==> src/rtl/calc1_resp_aligner.sv <==
// calc1_resp_aligner
// Pairs up the reference-model and DUV responses for each of the four calc1
// ports so the downstream checker always compares like with like.
//
// For every issued command, each port waits for one response from each side.
// Either side may answer at any latency. The port then emits one aligned pair
// for a single cycle. If a side stays silent for TIMEOUT cycles, the port emits
// a timed-out pair instead, and the missing side is driven as zero.
//
// Ports:
//   c_clk         clock, all logic on the rising edge
//   reset         synchronous active-high reset
//   cmd_issued    [1:4]   per-port command pulse (operand-2 cycle)
//   ref_out_data  [0:127] reference data, port p at bits (p-1)*32 +: 32
//   ref_out_resp  [0:7]   reference resp, port p at bits (p-1)*2 +: 2
//   duv_out_data  [0:127] DUV data, same packing
//   duv_out_resp  [0:7]   DUV resp, same packing
//   pair_valid    [1:4]   one-cycle strobe: aligned pair valid
//   pair_timeout  [1:4]   qualifies pair_valid: a side never answered
//   pair_ref_*/pair_duv_* captured data/resp, zero outside pair_valid
//   spurious_ref/spurious_duv [1:4] response with no slot to land in
//   overlap_err   [1:4]   command issued while the port was still waiting
module calc1_resp_aligner #(
   parameter int TIMEOUT = 64,
   parameter int CNT_W   = 8
) (
   input  logic         c_clk,
   input  logic         reset,
   input  logic [1:4]   cmd_issued,
   input  logic [0:127] ref_out_data,
   input  logic [0:7]   ref_out_resp,
   input  logic [0:127] duv_out_data,
   input  logic [0:7]   duv_out_resp,
   output logic [1:4]   pair_valid,
   output logic [1:4]   pair_timeout,
   output logic [0:127] pair_ref_data,
   output logic [0:7]   pair_ref_resp,
   output logic [0:127] pair_duv_data,
   output logic [0:7]   pair_duv_resp,
   output logic [1:4]   spurious_ref,
   output logic [1:4]   spurious_duv,
   output logic [1:4]   overlap_err
);

   typedef enum logic [1:0] {
      ST_IDLE = 2'd0,
      ST_WAIT = 2'd1,
      ST_EMIT = 2'd2
   } state_t;

   localparam logic [CNT_W-1:0] CNT_LAST = CNT_W'(TIMEOUT - 1);
   localparam logic [CNT_W-1:0] CNT_ONE  = CNT_W'(1);

   for (genvar p = 1; p <= 4; p++) begin : g_port
      // per-port input slices
      logic [31:0] ref_data_in_s, duv_data_in_s;
      logic [1:0]  ref_resp_in_s, duv_resp_in_s;
      logic        ref_hit_s, duv_hit_s, cmd_s;

      // FSM and capture state
      state_t           state_r, state_s;
      logic [CNT_W-1:0] cnt_r, cnt_s;
      logic             ref_got_r, ref_got_s, duv_got_r, duv_got_s;
      logic [31:0]      ref_data_r, ref_data_s, duv_data_r, duv_data_s;
      logic [1:0]       ref_resp_r, ref_resp_s, duv_resp_r, duv_resp_s;
      logic             timed_out_s, emit_s;
      logic             spur_ref_s, spur_duv_s, ovl_s;

      // registered outputs
      logic             valid_r, to_r, spur_ref_r, spur_duv_r, ovl_r;
      logic [31:0]      o_ref_data_r, o_duv_data_r;
      logic [1:0]       o_ref_resp_r, o_duv_resp_r;

      assign ref_data_in_s = ref_out_data[(p-1)*32 +: 32];
      assign duv_data_in_s = duv_out_data[(p-1)*32 +: 32];
      assign ref_resp_in_s = ref_out_resp[(p-1)*2 +: 2];
      assign duv_resp_in_s = duv_out_resp[(p-1)*2 +: 2];
      assign ref_hit_s     = (ref_resp_in_s != 2'd0);
      assign duv_hit_s     = (duv_resp_in_s != 2'd0);
      assign cmd_s         = cmd_issued[p];

      // next-state, capture and output-pulse logic for this port
      always_comb begin
         state_s     = state_r;
         cnt_s       = cnt_r;
         ref_got_s   = ref_got_r;
         duv_got_s   = duv_got_r;
         ref_data_s  = ref_data_r;
         ref_resp_s  = ref_resp_r;
         duv_data_s  = duv_data_r;
         duv_resp_s  = duv_resp_r;
         timed_out_s = 1'b0;
         spur_ref_s  = 1'b0;
         spur_duv_s  = 1'b0;
         ovl_s       = 1'b0;
         case (state_r)
            // EMIT behaves like IDLE for inputs, which allows back-to-back
            // commands and makes responses in the emit cycle spurious.
            ST_IDLE, ST_EMIT: begin
               spur_ref_s = ref_hit_s;
               spur_duv_s = duv_hit_s;
               if (cmd_s) begin
                  state_s    = ST_WAIT;
                  cnt_s      = {CNT_W{1'b0}};
                  ref_got_s  = 1'b0;
                  duv_got_s  = 1'b0;
                  ref_data_s = 32'd0;
                  ref_resp_s = 2'd0;
                  duv_data_s = 32'd0;
                  duv_resp_s = 2'd0;
               end else begin
                  state_s = ST_IDLE;
               end
            end
            ST_WAIT: begin
               cnt_s = cnt_r + CNT_ONE;
               if (cmd_s) begin
                  ovl_s = 1'b1;
               end else begin
                  ovl_s = 1'b0;
               end
               // first response per side is kept; later ones are spurious
               if (ref_hit_s && ref_got_r) begin
                  spur_ref_s = 1'b1;
               end else if (ref_hit_s) begin
                  ref_got_s  = 1'b1;
                  ref_data_s = ref_data_in_s;
                  ref_resp_s = ref_resp_in_s;
               end else begin
                  spur_ref_s = 1'b0;
               end
               if (duv_hit_s && duv_got_r) begin
                  spur_duv_s = 1'b1;
               end else if (duv_hit_s) begin
                  duv_got_s  = 1'b1;
                  duv_data_s = duv_data_in_s;
                  duv_resp_s = duv_resp_in_s;
               end else begin
                  spur_duv_s = 1'b0;
               end
               // completion uses this cycle's captures, so a late answer in
               // the final cycle still counts
               if (ref_got_s && duv_got_s) begin
                  state_s = ST_EMIT;
               end else if (cnt_r == CNT_LAST) begin
                  state_s     = ST_EMIT;
                  timed_out_s = 1'b1;
               end else begin
                  state_s = ST_WAIT;
               end
            end
            default: begin
               state_s = ST_IDLE;
            end
         endcase
      end

      // the output registers load on the WAIT->EMIT transition so they are
      // visible exactly during the EMIT cycle
      assign emit_s = (state_r == ST_WAIT) && (state_s == ST_EMIT);

      // state, capture and output registers
      always_ff @(posedge c_clk) begin
         if (reset) begin
            state_r      <= ST_IDLE;
            cnt_r        <= {CNT_W{1'b0}};
            ref_got_r    <= 1'b0;
            duv_got_r    <= 1'b0;
            ref_data_r   <= 32'd0;
            ref_resp_r   <= 2'd0;
            duv_data_r   <= 32'd0;
            duv_resp_r   <= 2'd0;
            valid_r      <= 1'b0;
            to_r         <= 1'b0;
            spur_ref_r   <= 1'b0;
            spur_duv_r   <= 1'b0;
            ovl_r        <= 1'b0;
            o_ref_data_r <= 32'd0;
            o_ref_resp_r <= 2'd0;
            o_duv_data_r <= 32'd0;
            o_duv_resp_r <= 2'd0;
         end else begin
            state_r      <= state_s;
            cnt_r        <= cnt_s;
            ref_got_r    <= ref_got_s;
            duv_got_r    <= duv_got_s;
            ref_data_r   <= ref_data_s;
            ref_resp_r   <= ref_resp_s;
            duv_data_r   <= duv_data_s;
            duv_resp_r   <= duv_resp_s;
            valid_r      <= emit_s;
            to_r         <= emit_s & timed_out_s;
            spur_ref_r   <= spur_ref_s;
            spur_duv_r   <= spur_duv_s;
            ovl_r        <= ovl_s;
            o_ref_data_r <= emit_s ? ref_data_s : 32'd0;
            o_ref_resp_r <= emit_s ? ref_resp_s : 2'd0;
            o_duv_data_r <= emit_s ? duv_data_s : 32'd0;
            o_duv_resp_r <= emit_s ? duv_resp_s : 2'd0;
         end
      end

      assign pair_valid[p]                 = valid_r;
      assign pair_timeout[p]               = to_r;
      assign spurious_ref[p]               = spur_ref_r;
      assign spurious_duv[p]               = spur_duv_r;
      assign overlap_err[p]                = ovl_r;
      assign pair_ref_data[(p-1)*32 +: 32] = o_ref_data_r;
      assign pair_ref_resp[(p-1)*2 +: 2]   = o_ref_resp_r;
      assign pair_duv_data[(p-1)*32 +: 32] = o_duv_data_r;
      assign pair_duv_resp[(p-1)*2 +: 2]   = o_duv_resp_r;
   end

endmodule

==> config.mk <==
export PLATFORM = sky130hd
export DESIGN_NAME = calc1_resp_aligner
export DESIGN_NICKNAME = d
export VERILOG_FILES = /design/src/rtl/calc1_resp_aligner.sv
export SDC_FILE = /design/constraint.sdc
export NUM_CORES = 1
export LEC_CHECK = 0
export CORE_AREA = 4 4 222 224
export DETAILED_ROUTE_END_ITERATION = 6
export DIE_AREA = 0 0 226 228
export GPL_TIMING_DRIVEN = 0
export PLACE_DENSITY = 0.82
export SLEW_MARGIN = 40
export SYNTH_ARGS = -nofsm -noshare
export SYNTH_HDL_FRONTEND = slang
export SYNTH_SLANG_ARGS = --single-unit
export TNS_END_PERCENT = 20
==> constraint.sdc <==
create_clock -name c_clk -period 1.79 [get_ports c_clk]
set_input_delay 0.358 -clock c_clk [delete_from_list [all_inputs] [get_ports c_clk]]
set_output_delay 0.358 -clock c_clk [all_outputs]
set_load 0.01 [all_outputs]
==> flow_metrics.py <==
metrics = {
    "status": {
        "run_status": "complete, but fails checks",
        "failed_checks": "setup timing",
    },
    "layout": {
        "area.sequential_mm2": 0.0123,
        "finish.utilization_pct": 62.7,
        "post_route_cells_drive_above_1_share_pct": 9.92,
        "multiInputGateArea_mm2": 0.00827,
        "area_delta_synth_final_pct": 39.9,
        "design.final.nets": 3049,
        "nFillCells": 3799,
        "stdcell_area_mm2": 0.0297,
    },
    "placed_design": {
        "placed_cell_area_mm2": 0.0277,
        "detailed_place_hpwl_um": 45300,
        "placer_congestion_estimate": 0.850,
        "port-buffer-count": 569,
    },
    "yosys": {
        "synthesis.area_mm2": 0.0212,
        "ys_dominant_reg_cell": "dfxtp_1",
        "async_reset_ff_share_pct": 0,
        "synthDominantAreaCellType": "dfxtp_1",
        "ys_ff_latch": 612,
        "share_of_yosys_cell_area_claimed_by_the_top_area_cell_type_pct": 57.8,
        "synth_area_per_cell_um2": 10.0,
        "yosys_warnings": 0,
        "area_contributors_post_synth": "dfxtp_1, mux2i_1, nor2_1, and2_1, and2_0",
        "synth_enable_flop_cells": 0,
        "syn_nets": 2403,
        "synth_instances": 2121,
        "ys_seq_area_share_pct": 57.8,
        "yosys.cell_types.count": 47,
    },
    "global_routing": {
        "grt_pass1_wl_um": 93400,
        "globalRouteOverflowTotal": 0,
        "groute.usage.overall_pct": 22.6,
        "antenna_found_initial": 9,
        "first_global_vias": 17400,
        "maximum_number_of_pins_on_one_net_before_global_route_repair": 20,
    },
    "route": {
        "viasPerCell": 4.90,
        "m1WireLength_um": 23200,
        "met3_wirelength_um": 4970,
        "initialDrtViolationCount": 758,
        "avg_wl_per_cell_um": 17.8,
        "vias": 16800,
        "routed_wirelength_um": 61100,
        "dr.pass1.iters": 5,
        "antenna_violating_nets_post_route": 0,
        "wl_met2_um": 30400,
        "route.top_layer_used": "met5",
        "drt_drc_violations_left": 0,
    },
    "floorplan": {
        "fp.dieW_um": 226,
        "placeableCoreArea_mm2": 0.0473,
        "floorplan.io_pins": 570,
        "die_h_um": 228,
        "start_util_pct": 44.8,
        "floorplan.die_area_mm2": 0.0515,
        "placementRows": 80,
    },
    "critical_path": {
        "reg2reg_slack_ns": -0.02,
        "worst-path-max-fanout": 10,
        "r2r_cells": 6,
        "critical_path_required_ns": 2.26,
        "worstSetupStartpointType": "flop",
        "critPathKind": "flop to flop",
        "timing.rr.start": "g_port[4].state_r[0]",
        "crit_arrival_ns": 2.28,
        "regToRegEndpoint": "g_port[4].o_duv_data_r[9]",
        "critical_path.endpoint_type": "flop",
    },
    "worst_hold_path": {
        "min-delay-path-class": "input port to flop",
        "hold-path-cell-count": 3,
        "hold_path_startpoint": "duv_out_data[4]",
        "hold-path-endpoint": "g_port[1].o_duv_data_r[27]",
    },
    "clocking": {
        "post_cts_hold_buffer_count": 0,
        "clock_insertion_delay_worst_skew_ns": 0.60,
        "clk_transition_reported_paths_ns": 0.06,
        "total_clock_buffers_created_by_cts": 60,
        "h-tree-depth": 2,
        "total_clock_sinks": 612,
        "cts-root-to-sink-buffers": 3,
        "cts.root.buffer_cell": "clkbuf_16",
        "cts_tree": "built",
    },
    "sta": {
        "holdWs_ns": 0.408,
        "final_hold_violations": 0,
        "fin_crit_sh_pct": 101,
        "clock-skew-final_ns": 0.0108,
        "setup_tns_ns": -0.0179,
        "unrepaired_setup_endpoints_after_global_routing": "yes",
        "setup_viol_count_final": 1,
        "layout_setup_ws_ns": -0.0179,
        "worstMarginPinSlew_ns": 0.799,
        "final.min_clock_period_ns": 1.81,
        "max_freq_mhz": 553,
        "slew-limit-headroom_pct": 46.7,
        "slew_viol_final": 0,
    },
    "pwr": {
        "cellLeakagePower_nw": 12.6,
        "total_power_mw": 29.5,
        "power_per_cell_area_mw_per_mm2": 995,
        "vdd_drop_max_mv": 0.910,
    },
    "run": {
        "max_cap_viol_count": 0,
    },
}
==> critical path: stages, from the launching register on <==
cell and delay, ns:
dfxtp_1 0.40, nand2b_1 0.08, buf_2 0.19, nor3_4 0.28
buf_4 0.30, mux2i_1 0.32, nor2_1 0.11
==> routing by layer <==
metal  track usage (%)  up-vias
li1                  -     8119
met2              39.8      555
met3              7.43      153
met1              25.0     7977
met4              8.77        6
met5                 0        -
==> timing repair <==
action                     in CTS  in global routing
setup endpoints to repair     865                412
setup buffers                   3                 12
hold endpoints to repair        0                  0
gates resized for setup       318                 47
gates cloned                    0                  2
pin swaps                       3                  6
==> per-stage QoR <==
stage	cells	worst slack, ns
after floorplan	2121	0.279
after global placement	3305	-1.86
after detailed placement	3305	-1.46
after CTS	3415	-0.0266
after global routing	3430	-0.128
final	3431	-0.0179
==> power by group <==
part / switching (mW) / total [mW] / leakage (nW) / internal [mW]
Combinational: 1.38 / 2.75 / 6.69 / 1.37
Clock: 5.14 / 12.7 / 0.985 / 7.54
Sequential: 0.112 / 14.1 / 4.96 / 14.0
Total: 6.64 / 29.5 / 12.6 / 22.9
==> cells by family after synthesis <==
family / synth area share (%)
simple gates: 22.3
mux: 13.1
fa+ha+maj: 0.236
buf+inv: 4.09
compound gates: 2.56
flops: 57.8
==> area by class of cell <==
cell class	count	area share (%)
multi-input combinational	1351	27.9
sequential	612	41.3
clock buffer	90	5.98
tap	615	2.59
antenna	3	0.0253
timing repair buffer	586	18.4
clock inverter	18	0.780
buffer	145	2.94
inverter	11	0.139
==> registers in the layout, summed over array words and instances (netlist names) <==
name / flops
g_port.to_r: 4
g_port.duv_resp_r: 8
g_port.ref_resp_r: 8
g_port.o_duv_data_r: 128
g_port.o_ref_resp_r: 8
g_port.ref_got_r: 4
g_port.duv_got_r: 4
g_port.ovl_r: 4
g_port.valid_r: 4
g_port.spur_ref_r: 4
g_port.spur_duv_r: 4
g_port.o_ref_data_r: 128
g_port.cnt_r: 32
g_port.ref_data_r: 128
g_port.state_r: 8
g_port.duv_data_r: 128
g_port.o_duv_resp_r: 8
==> cells in the mapped netlist, types with 4 or more instances <==
library cell and instances:
nor3_1 10, nand2b_1 16, nor2_1 607, o311ai_0 4
nor2b_1 24, a21oi_1 23, nand3_1 9, buf_4 32
dfxtp_1 612, o32a_1 4, and2_1 190, a311oi_1 6
nand4_1 6, mux2_2 5, nor4_1 4, nand2_1 18
or2_1 4, inv_1 11, clkbuf_1 62, o21ai_0 4
a211oi_1 8, ha_1 4, or3_1 6, and3b_1 4
nor3_4 8, a22oi_1 20, and2_0 70, buf_6 10
buf_2 36, mux2i_1 272, o21ai_1 4
==> layout by cell type, fill, tap and decap left out, types with 4 or more instances in the layout <==
| cell type | Yosys | layout |
|---|---|---|
| o32a_1 | 4 | 4 |
| nand2_1 | 18 | 18 |
| nor2_1 | 607 | 607 |
| and2_1 | 190 | 190 |
| nand3_1 | 9 | 8 |
| or2_1 | 4 | 4 |
| nor2b_1 | 24 | 24 |
| o311ai_0 | 4 | 4 |
| clkdlybuf4s50_1 | 0 | 276 |
| nor3_4 | 8 | 8 |
| dfxtp_1 | 612 | 610 |
| buf_6 | 10 | 14 |
| a311oi_1 | 6 | 6 |
| buf_4 | 32 | 59 |
| clkinv_2 | 0 | 8 |
| clkbuf_2 | 1 | 13 |
| mux2_2 | 5 | 5 |
| bufinv_16 | 0 | 5 |
| clkbuf_16 | 0 | 61 |
| o21ai_0 | 4 | 4 |
| mux2i_1 | 272 | 249 |
| dlygate4sd2_1 | 0 | 273 |
| clkbuf_1 | 62 | 57 |
| nand2b_1 | 16 | 14 |
| clkbuf_8 | 0 | 14 |
| inv_1 | 11 | 11 |
| mux2i_2 | 0 | 22 |
| buf_2 | 36 | 41 |
| a22oi_1 | 20 | 20 |
| a211oi_1 | 8 | 8 |
| and3b_1 | 4 | 4 |
| nor3_1 | 10 | 10 |
| or3_1 | 6 | 6 |
| ha_1 | 4 | 4 |
| buf_8 | 3 | 4 |
| and2_0 | 70 | 70 |
| nand4_1 | 6 | 6 |
| a21oi_1 | 23 | 23 |
==> worst max path at each step <==
stage	startpoint	to	slack, ns
final	g_port[4].state_r[0]	g_port[4].o_duv_data_r[9]	-0.02
after global routing	g_port[4].state_r[0]	g_port[4].o_duv_data_r[9]	-0.13
after CTS	g_port[2].state_r[0]	g_port[2].ref_data_r[2]	-0.03
after detailed placement	reset	g_port[3].duv_resp_r[0]	-1.46
after global placement	reset	g_port[4].cnt_r[1]	-1.86
after floorplan	g_port[1].state_r[0]	g_port[1].o_ref_data_r[10]	0.28
(Power assumes the default switching activity.)
==> patch, RTL diff (same flow settings) <==
Change the parameter `CNT_W` from 8 to 12.
--- a/src/rtl/calc1_resp_aligner.sv
+++ b/src/rtl/calc1_resp_aligner.sv
@@ -24,3 +24,3 @@
    parameter int TIMEOUT = 64,
-   parameter int CNT_W   = 8
+   parameter int CNT_W   = 12
 ) (
Function: not settled (the Yosys comparison gave no result); the edit may change what the design does.
==> patch against the unedited design <==
The flow finishes with violations (design-rule violations, negative setup slack); final cell count up 3.6%; final area increased by 4.4%; sequential power increased by 3%; sequential cell count rose by 16; power grew 4.1%; setup slack worse by 0.021 ns; wire length rose by 4.8%; clock power rose by 5%; utilization rose by 2.7 points; area after synthesis is 4.6% higher.
==> patch: results (changes against the unedited design) <==
| Metric | Value |
|---|---|
| CP max FO | 8 (was 10) |
| Dpl hpwl | 45.7 mm (was 45.3 mm) |
| R2R Path Start | g_port[1].state_r[1] (was g_port[4].state_r[0]) |
| Gr usage total | 23.1% (was 22.6%) |
| IO buf count | 568 (was 569) |
| Vias/cell | 5.01 (was 4.90) |
| Arrival time worst endpoint | 2.32 ns (was 2.28 ns) |
| Final nets | 3174 (was 3049) |
| WHS Endpoint | g_port[2].ovl_r (was g_port[1].o_duv_data_r[27]) |
| Worst setup margin | -0.0392 ns (was -0.0179 ns) |
| # DRC | 3 (was 0) |
| Seq. cell area | 12600 um^2 (was 12300 um^2) |
| Post-Syn Nets | 2525 (was 2403) |
| Diodes inserted | 0 (was 3) |
| Failing checks | design-rule violations, negative setup slack (was negative setup slack) |
| Iteration-0 DRC Markers | 1005 (was 758) |
| HP Start | cmd_issued[2] (was duv_out_data[4]) |
| Vias in the first global route | 17900 (was 17400) |
| RePlAce Congestion | 0.882 (was 0.850) |
| Router iterations before antenna repair | 7 (was 5) |
| Clock Skews | 0.0134 ns (was 0.0108 ns) |
| Sequential area share after synthesis | 56.7% (was 57.8%) |
| Post-synth top cells | dfxtp_1 (628), nor2_1 (613), mux2i_1 (272) (was dfxtp_1 (612), nor2_1 (607), mux2i_1 (272)) |
| Final setup viols | 2 (was 1) |
| First-pass GRT wire length | 96.0 mm (was 93.4 mm) |
| R2r worst-path depth | 7 (was 6) |
| Top cells by area, synth | dfxtp_1 (57%), mux2i_1 (12%), nor2_1 (10%) (was dfxtp_1 (58%), mux2i_1 (13%), nor2_1 (11%)) |
| Hold path cells | 2 (was 3) |
| Status | complete, but fails checks (unchanged) |
| Maximum VDD drop | 0.000881 V (was 0.000910 V) |
==> patch: changes by cell type after synthesis, sizes merged, moves of 7 or more <==
cell	delta
dfxtp	+16
a21oi	+13
nand2	+13
clkbuf	+9
nor2	+9
o211ai	+7
==> patch: how the worst max path moves through the flow <==
| stage | end | depth (start not counted) | slack [ns] | start |
|---|---|---|---|---|
| after floorplan | g_port[1].o_ref_data_r[4] | 7 | 0.17 | g_port[1].cnt_r[0] |
| after global placement | g_port[2].ref_data_r[31] | 4 | -1.13 | reset |
| after detailed placement | g_port[1].state_r[0] | 4 | -0.76 | reset |
| after CTS | g_port[4].o_duv_data_r[19] | 5 | -0.04 | g_port[4].state_r[0] |
| after global routing | g_port[1].o_ref_data_r[20] | 8 | -0.13 | g_port[1].state_r[0] |
| final | g_port[1].o_ref_data_r[20] | 7 | -0.04 | g_port[1].state_r[1] |
==> patch: cell families after synthesis <==
kind of cell,after synthesis,synth area share (%)
compound gates,113,3.40
fa+ha+maj,4,0.226
buf+inv,171,4.37
flops,628,56.7
mux,282,12.8
simple gates,1045,22.6
==> patch: report_power, final <==
part           switching [mW]  internal (mW)  total [mW]  leakage, nW
Clock                    5.32           7.93        13.3         1.03
Sequential              0.121           14.3        14.5         5.09
Combinational            1.50           1.49        2.99         7.05
Total                    6.95           23.8        30.7         13.2
==> patch: timing repair <==
action | CTS | global route
resized for setup | 317 | 94
gates cloned | 0 | 3
buffers inserted | 1 | 17
endpoints found under the setup margin | 628 | 499
pin swaps | 5 | 10
hold endpoints to repair | 0 | 0
==> patch: per-layer routing <==
layer	up-vias	part of all wire, %	global-route usage, %
li1	8574	-	-
met1	8487	39	26.5
met2	591	50	40.6
met3	147	7.2	6.48
met4	0	3.6	8.90
met5	-	0	0
==> patch: through the flow <==
step	power [mW]	std cells	setup TNS (ns)
final	30.7	3553	-0.0679
after floorplan	16.3	2243	0
after CTS	30.7	3535	-0.281
after global routing	31.8	3553	-7.14
after detailed placement	17.5	3426	-297.53
after global placement	17.5	3426	-339.26
==> patch: final cells by class <==
type                            instances  share of cell area, %
Timing Repair Buffer                  589                   17.7
Sequential cell                       628                   40.6
Buffer                                155                   3.30
Clock buffer                           88                   5.80
Clock inverter                         20                  0.945
Multi-Input combinational cell       1444                   28.9
Tap cell                              615                   2.48
Inverter                               14                  0.170
==> patch: critical path: cells and delay by family (launching register included) <==
kind,cells,cell delay (ns)
multiplexers,1,0.34
buffers and inverters,3,0.57
flip-flops,1,0.39
AND/OR/NAND/NOR,3,0.40
